<file path="config.mk">
export PLATFORM = sky130hd
export DESIGN_NAME = uart_tx_framer_flat
export DESIGN_NICKNAME = d
export VERILOG_FILES = /design/src/rtl/uart_tx_framer_if.sv /design/src/rtl/uart_tx_framer.sv /design/src/flat_wrapper.sv
export SDC_FILE = /design/constraint.sdc
export NUM_CORES = 1
export LEC_CHECK = 0
export BUFFER_PORTS_ARGS = -buffer_cell sky130_fd_sc_hd__buf_2
export CORE_UTILIZATION = 59
export CTS_CLUSTER_SIZE = 28
export DETAILED_ROUTE_END_ITERATION = 12
export PLACE_DENSITY = 0.81
export SYNTH_ARGS = -nofsm -noshare
export SYNTH_HDL_FRONTEND = slang
export SYNTH_SLANG_ARGS = --single-unit
</file>
<file path="constraint.sdc">
create_clock -name clk -period 2.8 [get_ports clk]
set_clock_uncertainty 0.15 [all_clocks]
set_input_delay 0.56 -clock clk [delete_from_list [all_inputs] [get_ports clk]]
set_output_delay 0.56 -clock clk [all_outputs]
set_load 0.005 [all_outputs]
</file>
<file path="src/rtl/uart_tx_framer_if.sv">
// rtl/uart_tx_framer_if.sv - word write port and byte stream bundle for uart_tx_framer
interface uart_tx_framer_if #(
    parameter int REG_SIZE = 32,
    parameter int DEPTH    = 4
);
    localparam int LW = $clog2(DEPTH) + 1;

    logic [REG_SIZE-1:0] tx_reg;
    logic                tx_en;
    logic                tx_full;
    logic [LW-1:0]       tx_level;
    logic                tx_overflow;
    logic                tx_busy;
    logic [7:0]          tx_data;
    logic                tx_data_valid;
    logic                tx_data_ready;
    logic                tx_frame_done;

    modport master (
        output tx_reg, tx_en, tx_data_ready,
        input  tx_full, tx_level, tx_overflow, tx_busy,
        input  tx_data, tx_data_valid, tx_frame_done
    );

    modport slave (
        input  tx_reg, tx_en, tx_data_ready,
        output tx_full, tx_level, tx_overflow, tx_busy,
        output tx_data, tx_data_valid, tx_frame_done
    );
endinterface

</file>
<file path="src/rtl/uart_tx_framer.sv">
// rtl/uart_tx_framer.sv - word FIFO plus MSB-first byte serialiser with inter-frame idle gap
module uart_tx_framer #(
    parameter int REG_SIZE   = 32,
    parameter int DEPTH      = 4,
    parameter int IDLE_CYCLE = 20
) (
    input  logic             clk,
    input  logic             rst,
    uart_tx_framer_if.slave  bus
);
    localparam int NBYTES = REG_SIZE / 8;
    localparam int AW     = (DEPTH > 1) ? $clog2(DEPTH) : 1;
    localparam int LW     = $clog2(DEPTH) + 1;
    localparam int BW     = (NBYTES > 1) ? $clog2(NBYTES) : 1;
    localparam int GW     = (IDLE_CYCLE > 1) ? $clog2(IDLE_CYCLE) : 1;

    localparam logic [BW-1:0] LAST_BYTE  = BW'(NBYTES - 1);
    localparam logic [GW-1:0] GAP_LAST   = GW'((IDLE_CYCLE > 0) ? IDLE_CYCLE - 1 : 0);
    localparam logic [LW-1:0] FULL_LEVEL = LW'(DEPTH);

    typedef enum logic [1:0] {
        IDLE = 2'd0,
        LOAD = 2'd1,
        SEND = 2'd2,
        GAP  = 2'd3
    } state_t;

    state_t              state;
    state_t              state_nxt;
    logic [REG_SIZE-1:0] fifo_mem [DEPTH];
    logic [AW-1:0]       wr_ptr;
    logic [AW-1:0]       rd_ptr;
    logic [LW-1:0]       level;
    logic [REG_SIZE-1:0] shift;
    logic [BW-1:0]       byte_cnt;
    logic [GW-1:0]       gap_cnt;
    logic                fifo_full;
    logic                fifo_empty;
    logic                push;
    logic                pop;
    logic                handshake;
    logic                last_byte;

    // Fullness uses the pre-edge level, so a pop in the same cycle never admits a write.
    assign fifo_full  = (level == FULL_LEVEL);
    assign fifo_empty = (level == '0);
    assign push       = bus.tx_en && !fifo_full;
    assign handshake  = (state == SEND) && bus.tx_data_ready;
    assign last_byte  = (byte_cnt == LAST_BYTE);

    always_comb begin
        state_nxt = state;
        pop       = 1'b0;
        case (state)
            IDLE: begin
                if (!fifo_empty) begin
                    pop       = 1'b1;
                    state_nxt = LOAD;
                end
            end
            LOAD: state_nxt = SEND;
            SEND: begin
                if (handshake && last_byte) begin
                    if (IDLE_CYCLE > 0) state_nxt = GAP;
                    else                state_nxt = IDLE;
                end
            end
            GAP: begin
                if (gap_cnt == GAP_LAST) state_nxt = IDLE;
            end
            default: state_nxt = IDLE;
        endcase
    end

    always_ff @(posedge clk) begin
        if (rst) state <= IDLE;
        else     state <= state_nxt;
    end

    always_ff @(posedge clk) begin
        if (rst) begin
            wr_ptr <= '0;
            rd_ptr <= '0;
            level  <= '0;
        end else begin
            if (push) wr_ptr <= wr_ptr + 1'b1;
            if (pop)  rd_ptr <= rd_ptr + 1'b1;
            if (push && !pop)      level <= level + 1'b1;
            else if (pop && !push) level <= level - 1'b1;
        end
    end

    // Storage is not reset; the pointers and level alone define what is queued.
    always_ff @(posedge clk) begin
        if (push) fifo_mem[wr_ptr] <= bus.tx_reg;
    end

    always_ff @(posedge clk) begin
        if (rst) begin
            shift    <= '0;
            byte_cnt <= '0;
            gap_cnt  <= '0;
        end else begin
            case (state)
                IDLE: begin
                    if (pop) begin
                        shift    <= fifo_mem[rd_ptr];
                        byte_cnt <= '0;
                    end
                end
                SEND: begin
                    if (handshake) begin
                        if (last_byte) begin
                            gap_cnt <= '0;
                        end else begin
                            shift    <= shift << 8;
                            byte_cnt <= byte_cnt + 1'b1;
                        end
                    end
                end
                GAP:     gap_cnt <= gap_cnt + 1'b1;
                default: ;
            endcase
        end
    end

    assign bus.tx_full       = fifo_full;
    assign bus.tx_level      = level;
    assign bus.tx_overflow   = bus.tx_en && fifo_full;
    assign bus.tx_busy       = (state != IDLE) || !fifo_empty;
    assign bus.tx_data       = shift[REG_SIZE-1 -: 8];
    assign bus.tx_data_valid = (state == SEND);
    assign bus.tx_frame_done = handshake && last_byte;
endmodule

</file>
<file path="src/flat_wrapper.sv">
// flat-port wrapper written by rule: the top's interface ports become plain ports
module uart_tx_framer_flat 
#(
    parameter int REG_SIZE   = 32,
    parameter int DEPTH      = 4,
    parameter int IDLE_CYCLE = 20
)
  (clk, rst, bus_tx_reg, bus_tx_en, bus_tx_data_ready, bus_tx_full, bus_tx_level, bus_tx_overflow, bus_tx_busy, bus_tx_data, bus_tx_data_valid, bus_tx_frame_done);
  uart_tx_framer_if #(.REG_SIZE(REG_SIZE), .DEPTH(DEPTH)) bus_i ();
  input  logic clk;
  input  logic rst;
  input wire logic [$bits(bus_i.tx_reg)-1:0] bus_tx_reg;
  input wire logic [$bits(bus_i.tx_en)-1:0] bus_tx_en;
  input wire logic [$bits(bus_i.tx_data_ready)-1:0] bus_tx_data_ready;
  output wire logic [$bits(bus_i.tx_full)-1:0] bus_tx_full;
  output wire logic [$bits(bus_i.tx_level)-1:0] bus_tx_level;
  output wire logic [$bits(bus_i.tx_overflow)-1:0] bus_tx_overflow;
  output wire logic [$bits(bus_i.tx_busy)-1:0] bus_tx_busy;
  output wire logic [$bits(bus_i.tx_data)-1:0] bus_tx_data;
  output wire logic [$bits(bus_i.tx_data_valid)-1:0] bus_tx_data_valid;
  output wire logic [$bits(bus_i.tx_frame_done)-1:0] bus_tx_frame_done;
  assign bus_i.tx_reg = bus_tx_reg;
  assign bus_i.tx_en = bus_tx_en;
  assign bus_i.tx_data_ready = bus_tx_data_ready;
  assign bus_tx_full = bus_i.tx_full;
  assign bus_tx_level = bus_i.tx_level;
  assign bus_tx_overflow = bus_i.tx_overflow;
  assign bus_tx_busy = bus_i.tx_busy;
  assign bus_tx_data = bus_i.tx_data;
  assign bus_tx_data_valid = bus_i.tx_data_valid;
  assign bus_tx_frame_done = bus_i.tx_frame_done;
  uart_tx_framer #(.REG_SIZE(REG_SIZE), .DEPTH(DEPTH), .IDLE_CYCLE(IDLE_CYCLE)) u_core (.clk(clk), .rst(rst), .bus(bus_i));
endmodule
</file>
==> run metrics, run 1 <==
Simple-Gate Fraction of Synth Area 10.44%; Seq. cell area 4848 um^2; Peak supply drop 0.0006506 V; clock buffer depth 2; Congestion Overflow GR 0; CTS resizes 0; Post-DRT Antenna Nets 0; Total GRT Usage 21.95%; asr flop ratio synth 0%; Primary FF master, synth edfxtp_1; largest net degree at the start of global routing 49; Die W 111.8 um; hold_buf cts 0; Cell Area, Synth 7109 um^2; Worst-Skew Late Latency 0.42 ns; total CTS buffers 17; final setup TNS 0 ns; Reg2Reg Setup Slack 0.36 ns; CORE AREA 11560 um^2; synth warn 0; Root Buffer clkbuf_16; Max stage delay on crit path 0.44 ns; pwr/cell area 1025 nW/um^2; Vias/cell 5.774; post-synth top area cell edfxtp_1; Clock transition at path regs 0.07 ns; DRC Markers 4; crit end category primary output; P_leak 2.848 nW; final worst-path cycle share 88.13%; number of antenna violations at the first check in global routing 0; Synth Area in Adders 2.218%; crit-path most repeated cell inv_1; library cells used by synthesis 40; part of the Yosys area used for sequential elements 68.15%; DP HPWL 7599 um; first-pass GRT wire length 20580 um; final WL 12340 um; CP startpoint kind flip-flop; WL per Instance 17.89 um; nets@finish 582; failing checks design-rule violations; Final Hold Vio Count 0; Least-Margin Pin Slew 1.061 ns; num ports 52; row count 39; Slew HR 28.76%; Yosys top cell area share 54.07%; synth-to-layout area growth 12.41%; worst path cell trace inv_1 > ha_1 > nor4b_4 > inv_1 > buf_2; Yosys reg bits 178; max cap viols 0; Routability Congestion 0.7251; post-synthesis average cell area 14.63 um^2; Worst Setup Slack, final 0.3325 ns; pre-CTS setup slack 0.3239 ns; I/O Buffers 51; main combinational cell family by area after synthesis simple AND/OR/NAND/NOR gates; DR pass1 iterations 8; Area contributors post-synth edfxtp_1 (54%), dfxtp_1 (14%), mux2i_1 (7.2%); CP max-delay cell nor4b_4; CP arrival 1.76 ns; Fin Hold WS 0.1998 ns; Syn Nets 534; post-synthesis mux area share 9.715%; area of the multi-input gates 2043 um^2; H-tree levels 4; status complete, but fails checks; Post-Synth XOR/XNOR Area 0.9856%; Final Max Tran Viols 0; ratio of cells with drive above 1 in the final layout 22.67%; Hold Path Class in -> reg; kind of critical path reg -> out; die area 12490 um^2; commonest non-fill, non-tap cell in the layout edfxtp_1; post-synthesis compound-gate area fraction 5.385%; die height 111.8 um; most frequent cells in the layout edfxtp_1 (128), nor2_1 (64), mux2i_1 (51), buf_2 (51), dfxtp_1 (49); Iteration-0 DRC Markers 254; Post-synth EDFFs 128; critical-path maximum fanout 7; crit-path leading delay family simple AND/OR/NAND/NOR gates; via count 3984; Initial Util 61.47%; RSZ-0062 raised after global routing false; number of antenna diodes 0; Fillers 752; # setup viols final 0; Critical path buffers and inverters 3; Mapped Cells 486; number of setup buffers added after CTS 0; min Tclk post-route 2.468 ns; vias in the first global route 4165; CTS tree built; worst endpoint required time 2.09 ns; Max Fclk 405.3 MHz; clk sinks 178
-- stage by stage --
stage	cell area [um^2]	std cells	util, %	power, mW
after global placement	7447	658	64.39	6.009
after CTS	7991	690	69.10	8.269
after floorplan	7109	486	-	5.578
after global routing	7991	690	69.10	8.683
final	7991	690	69.10	8.193
after detailed placement	7447	658	64.39	6.116
-- metal layers --
layer | global-route usage [%] | vias up | share of wire [%] | routed length (um)
met3 | 5.988 | 17 | 4.1 | 506
met2 | 37.18 | 83 | 52 | 6412
met5 | 0 | - | 0 | 0
met1 | 26.63 | 1985 | 42 | 5233
li1 | - | 1899 | - | -
met4 | 9.099 | 0 | 1.5 | 191
-- registers in the layout (all words and copies together) (netlist names), named ones only --
signal and cells:
u_core.gap_cnt 5, u_core.bus.tx_level 3, u_core.wr_ptr 2, u_core.rd_ptr 2, u_core.shift 32, u_core.byte_cnt 2
u_core.state 2, u_core.fifo_mem 128
-- Yosys cell counts (8+ instances only) --
library cell	number
ha_1	11
nor3_2	19
edfxtp_1	128
o221ai_1	24
mux2i_1	51
buf_4	11
a22o_1	8
nor3_1	9
dfxtp_1	50
clkbuf_1	11
nand2_1	26
mux4_2	8
nor2_1	64
-- final cells by class --
| class | count | area share (%) |
|---|---|---|
| inverter | 7 | 0.3288 |
| multi-input combinational | 268 | 25.57 |
| clock buffer | 19 | 5.543 |
| sequential | 178 | 60.67 |
| tap | 143 | 2.239 |
| clock inverter | 13 | 1.268 |
| timing repair buffer | 62 | 4.384 |
-- worst paths after layout --
path / start / end / cells past startpoint
max: u_core.state[0] / bus_tx_busy / 5
min: bus_tx_reg[27] / u_core.fifo_mem[3][27] / 1
max reg2reg: u_core.bus.tx_level[0] / u_core.bus.tx_level[2] / 8
min reg2reg: u_core.shift[7] / u_core.shift[7] / 1
-- kinds of logic (layout without fill, tap and decap cells) --
group | count (synthesis) | after routing
compound gates | 47 | 47
xor+xnor | 8 | 8
fa+ha+maj | 12 | 12
buf+inv | 40 | 101
flops | 178 | 178
mux | 59 | 59
simple gates | 142 | 142
-- power breakdown --
part	switching (mW)	internal, mW	total (mW)
Combinational	1.49	1.05	2.55
Sequential	0.232	3.26	3.50
Clock	0.976	1.18	2.15
Total	2.70	5.49	8.19
Note: power is estimated with default switching activity, not from simulation.
==> run 2: changes to the inputs <==
Settings changed: CAP_MARGIN from default to 10.
Clock period 2.8 ns to 2.7 ns, I/O delays scaled along.
==> run 2 against run 1 <==
Net effect:
- the flow still finishes with violations (design-rule violations)
- sequential share of layout area fell by 0.16 points
- first-iteration DRC count fell by 14%
- design area rose by 0.27%
- die area did not move
- critical path depth rose by 3
- sequential power rose by 5.7%
- register-to-register slack got worse by 0.14 ns
- non-clock buffer count did not move
==> run metrics, run 2 (same netlist as run 1, synthesis figures left out) <==
status complete, but fails checks; failing checks design-rule violations; Clock transition at path regs 0.06 ns (about the same); final worst-path cycle share 91.96%; reg-to-reg startpoint u_core.bus.tx_level[0]; crit end category flip-flop; GRT met3 Usage 4.355% (-1.6 points); synth-to-layout area growth 12.71%; Max Fclk 402.8 MHz; Final Max Tran Viols 0 (unchanged); P_leak 2.845 nW (-0.11%); crit path from u_core.bus.tx_level[0]; CORE AREA 11560 um^2 (unchanged); Worst Setup Slack, final 0.2172 ns (-0.1153 ns); Reg2Reg Setup Slack 0.22 ns (-0.14 ns); pre-CTS setup slack 0.2161 ns (-0.1078 ns); switching power 2.758 mW (+2.1%); # setup viols final 0 (unchanged); row count 39 (unchanged); hold_buf cts 0 (unchanged); Initial Util 61.47% (unchanged); largest net degree at the start of global routing 41 (-16%); largest reg by FF count u_core.fifo_mem; final non-filler cell area 8013 um^2 (+0.27%); DRC Markers 4 (unchanged); min Tclk post-route 2.483 ns; Reg power frac 42.9% (+0.2 points); die area 12490 um^2 (unchanged); Congestion Overflow GR 0 (unchanged); final setup TNS 0 ns (unchanged); critical-path maximum fanout 7 (unchanged); area of the multi-input gates 2043 um^2 (unchanged); Seq. cell area 4848 um^2 (unchanged); die height 111.8 um (unchanged); num ports 52 (unchanged); clock share of power 27.2% (+0.9 points); worst reg2reg path depth 8 (unchanged); final WL 13090 um (+6.1%); Routability Congestion 0.7690 (+6.1%); clk sinks 178 (unchanged); H-tree levels 4 (unchanged); Int Power 5.876 mW (+7.0%); DR pass1 iterations 10 (+2); combinational fraction of design power 29.9% (-1.2 points); Fillers 768 (+2.1%); pwr/cell area 1078 nW/um^2 (+5.1%); max cap viols 0 (unchanged); DP Area 7447 um^2 (unchanged); most frequent cells in the layout edfxtp_1 (128), nor2_1 (64), mux2i_1 (51), buf_2 (51), dfxtp_1 (49); Root Buffer clkbuf_16; grt peak-use layer met2; post-route insts no fill 691 (+0.14%); Cells after DPL 658 (unchanged); WL per Instance 18.95 um (+5.9%); RSZ-0062 raised after global routing false; nets@finish 582 (unchanged); Total GRT Usage 22.65% (+0.70 points); first-pass GRT wire length 21200 um (+3.0%); Iteration-0 DRC Markers 219 (-14%); vias in the first global route 4254 (+2.1%); Least-Margin Pin Slew 1.133 ns (+0.07256 ns); total CTS buffers 17 (unchanged); CTS tree built; commonest non-fill, non-tap cell in the layout edfxtp_1; DP HPWL 7753 um (+2.0%); Regs by FF count u_core.fifo_mem x128, u_core.shift x32, u_core.gap_cnt x5; Post-DRT Antenna Nets 0 (unchanged); I/O Buffers 51 (unchanged); max reg flops 128 (unchanged); CP arrival 2.69 ns (+0.93 ns); Worst-Skew Late Latency 0.42 ns (about the same); worst endpoint required time 2.91 ns (+0.82 ns); Net Sw Frac 31.94% (-1.0 points); number of setup buffers added after CTS 0 (unchanged); Slew HR 23.88% (-4.9 points); Vias/cell 5.803 (+0.51%); ratio of cells with drive above 1 in the final layout 21.57% (-1.1 points); Overall Power 8.634 mW (+5.4%); Die W 111.8 um (unchanged); CTS resizes 0 (unchanged); via count 4010 (+0.65%); Final Hold Vio Count 0 (unchanged); number of antenna violations at the first check in global routing 1 (+1); Peak supply drop 0.0005487 V (-16%); Hold Path Class in -> reg; worst setup path end u_core.bus.tx_level[2]; met2 usage in global routing 39.63% (+2.4 points); kind of critical path reg -> reg; met1 Usage GRT 27.10% (+0.48 points); clock buffer depth 2 (unchanged); CP startpoint kind flip-flop; Reg-to-Reg End u_core.bus.tx_level[2]
## run 2: final cells by class
type | instances | share of cell area, %
Clock buffer | 26 | 5.981
Multi-Input combinational cell | 268 | 25.50
Sequential cell | 178 | 60.51
Clock inverter | 6 | 1.046
Tap cell | 143 | 2.233
Timing Repair Buffer | 62 | 4.372
Inverter | 7 | 0.3279
Antenna cell | 1 | 0.03123
## run 2: stage by stage
stage          utilization [%]  hold slack (ns)
2_1_floorplan                -           0.2920
3_3_place_gp             64.39           0.3090
3_5_place_dp             64.39           0.3081
4_1_cts                  69.26           0.1646
5_1_grt                  69.28           0.1723
6_report                 69.28           0.1757
## run 2: how the worst min path moves through the flow
stage | startpoint | end | depth (start not counted)
5_1_grt | bus_tx_reg[12] | u_core.fifo_mem[1][12] | 1
4_1_cts | bus_tx_reg[12] | u_core.fifo_mem[1][12] | 1
3_5_place_dp | u_core.shift[1] | u_core.shift[1] | 1
2_1_floorplan | u_core.shift[1] | u_core.shift[1] | 1
3_3_place_gp | u_core.shift[1] | u_core.shift[1] | 1
6_report | bus_tx_reg[12] | u_core.fifo_mem[1][12] | 1
## run 2: worst max-delay path: stages (launching register included)
cell	delay [ns]
dfxtp_1	0.49
nor2_1	0.13
a21boi_2	0.32
ha_1	0.25
inv_1	0.07
fa_1	0.37
xor2_1	0.17
or3_1	0.30
a21oi_1	0.14
## run 2: layer usage
layer  wire length, um  share of wire, %  vias up
li1                  -                 -     1900
met1              5368                41     2002
met2              6945                53       96
met3               633               4.8       12
met4               145               1.1        0
met5                 0                 0        -
## run 2: power by group through the flow
| stage | Clock (mW) | Combinational (mW) | Sequential [mW] |
|---|---|---|---|
| after floorplan | 0 | 2.20 | 3.58 |
| after global placement | 0 | 2.50 | 3.73 |
| after detailed placement | 0 | 2.58 | 3.76 |
| after CTS | 2.38 | 2.60 | 3.71 |
| after global routing | 2.49 | 2.86 | 3.77 |
| final | 2.35 | 2.58 | 3.70 |
==> run 3: changes to the inputs <==
Settings changed: CORE_UTILIZATION 59 to 55, GPL_TIMING_DRIVEN from default to 0, PLACE_DENSITY 0.81 to 0.77.
==> run 3 against run 2 <==
Net effect:
- combinational power grew 14%
- the run now ends clean
- critical path depth down 2
- largest power group unchanged
- highest routed layer unchanged
- hold slack better by 0.0021 ns
- die area increased by 7.1%
- largest cell class unchanged
- clock-buffer cell count down 7
- design area up 2.1%
==> run metrics, run 3 (same netlist as run 1, synthesis figures left out) <==
Overall Power 8.965 mW (+3.8%); Peak supply drop 0.0004970 V (-9.4%); Final Max Tran Viols 0 (unchanged); Worst-Skew Late Latency 0.42 ns (about the same); WL per Instance 17.92 um (-5.4%); largest reg by FF count u_core.fifo_mem; H-tree levels 4 (unchanged); Initial Util 56.34% (-5.1 points); Congestion Overflow GR 0 (unchanged); Reg2Reg Setup Slack 0.23 ns (about the same); first-pass GRT wire length 20720 um (-2.3%); Regs by FF count u_core.fifo_mem x128, u_core.shift x32, u_core.gap_cnt x5; die area 13380 um^2 (+7.1%); clk sinks 178 (unchanged); clock share of power 27.4% (+0.2 points); RSZ-0062 raised after global routing false; ratio of cells with drive above 1 in the final layout 23.90% (+2.3 points); DP HPWL 8270 um (+6.7%); P_leak 2.915 nW (+2.5%); number of antenna violations at the first check in global routing 0 (-1); via count 4071 (+1.5%); Routability Congestion 0.7708 (+0.23%); Slew HR 30.96% (+7.1 points); combinational fraction of design power 32.7% (+2.8 points); final worst-path cycle share 91.93% (about the same); pre-CTS setup slack 0.2153 ns (-0.0007900 ns); Iteration-0 DRC Markers 196 (-11%); Max Fclk 402.9 MHz (about the same); Post-DRT Antenna Nets 0 (unchanged); Worst Setup Slack, final 0.2180 ns (+0.0008040 ns); I/O Buffers 51 (unchanged); most frequent cells in the layout edfxtp_1 (128), nor2_1 (64), buf_2 (57), mux2i_1 (51), dfxtp_1 (50); commonest non-fill, non-tap cell in the layout edfxtp_1; total CTS buffers 17 (unchanged); hold_buf cts 0 (unchanged); Clock transition at path regs 0.07 ns (about the same); status completed; crit end category primary output; CTS tree built; # setup viols final 0 (unchanged); Final Hold Vio Count 0 (unchanged); Root Buffer clkbuf_16; Least-Margin Pin Slew 1.028 ns (-0.1053 ns); row count 41 (+5.1%); num ports 52 (unchanged); min Tclk post-route 2.482 ns (-0.0008040 ns); die height 115.7 um (+3.5%); worst reg2reg path depth 8 (unchanged); CP arrival 1.79 ns (-0.90 ns); CP startpoint kind flip-flop; worst endpoint required time 2.01 ns (-0.90 ns); Total GRT Usage 21.40% (-1.2 points); max cap viols 0 (unchanged); hold depth 1 (unchanged); DRC Markers 0 (-4); Int Power 6.039 mW (+2.8%); vias in the first global route 4101 (-3.6%); Hold Path Class in -> reg; DR pass1 iterations 5 (-5); Reg power frac 40.0% (-2.9 points); pwr/cell area 1096 nW/um^2 (+1.7%); Fin Hold WS 0.1778 ns (+0.002111 ns); critical-path maximum fanout 10 (+3); number of antenna diodes 0 (-1); largest net degree at the start of global routing 33 (-20%); Net Sw Frac 32.64% (+0.70 points); reg-to-reg startpoint u_core.bus.tx_level[0]; synth-to-layout area growth 15.08%; CORE AREA 12620 um^2 (+9.1%); Vias/cell 5.494 (-5.3%); clock buffer depth 2 (unchanged); Die W 115.7 um (+3.5%); final WL 13280 um (+1.4%); Worst Hold Launch bus_tx_reg[4]; Reg-to-Reg End u_core.bus.tx_level[2]; final core utilization 64.83% (-4.5 points); final setup TNS 0 ns (unchanged); max reg flops 128 (unchanged); kind of critical path reg -> out; switching power 2.927 mW (+6.1%); worst hold endpoint u_core.fifo_mem[0][4]; nets@finish 604 (+3.8%); crit path from u_core.state[0]
==> run 3: metal layers <==
layer  track usage (%)  vias up  wire length (um)
met4             7.265        0               189
met3             4.707       17               581
li1                  -     1942                 -
met1             26.88     2011              5718
met2             36.93      101              6792
met5                 0        -                 0
==> run 3: how the worst max path moves through the flow <==
stage / cells after the start / to / slack [ns]
floorplan: 8 / u_core.bus.tx_level[2] / 0.41
global placement: 3 / u_core.fifo_mem[2][23] / -0.21
detailed placement: 8 / u_core.bus.tx_level[2] / 0.22
CTS: 6 / bus_tx_frame_done / 0.12
global route: 8 / u_core.bus.tx_level[2] / 0.02
finish: 6 / bus_tx_frame_done / 0.22
==> run 3: power groups by stage <==
stage / registers [mW] / clock network (mW) / logic (mW)
floorplan: 3.58 / 0 / 2.20
global placement: 3.62 / 0 / 2.82
detailed placement: 3.64 / 0 / 2.90
CTS: 3.58 / 2.47 / 2.95
global route: 3.62 / 2.57 / 3.22
finish: 3.58 / 2.45 / 2.93
==> run 3: area by class of cell <==
type                    instances  area, um^2
flip-flops and latches        178        4845
fillers                       941        4438
multi-input cells             268        2053
clock buffers                  19       432.9
repair buffers                 51       255.2
well taps                     172       215.2
plain buffers                  33       195.2
clock inverters                13       158.9
inverters                       7       26.28
==> run 3: critical path: stages, from the launching register on <==
cell and delay, ns:
dfxtp_1 0.33, inv_1 0.11, ha_1 0.28, buf_2 0.28
nand3_2 0.19, inv_1 0.08, buf_2 0.10
==> run 3: timing repair <==
action,4_1_cts,5_1_grt
resized for setup,0,1
buffers inserted,0,0
endpoints found under the setup margin,0,1
endpoints found under the hold margin,0,0
==> run 3: metrics by stage <==
stage	cell area (um^2)	std cells
after floorplan	7109	486
after global placement	7580	709
after detailed placement	7585	709
after CTS	8177	741
after global routing	8182	741
final	8182	741
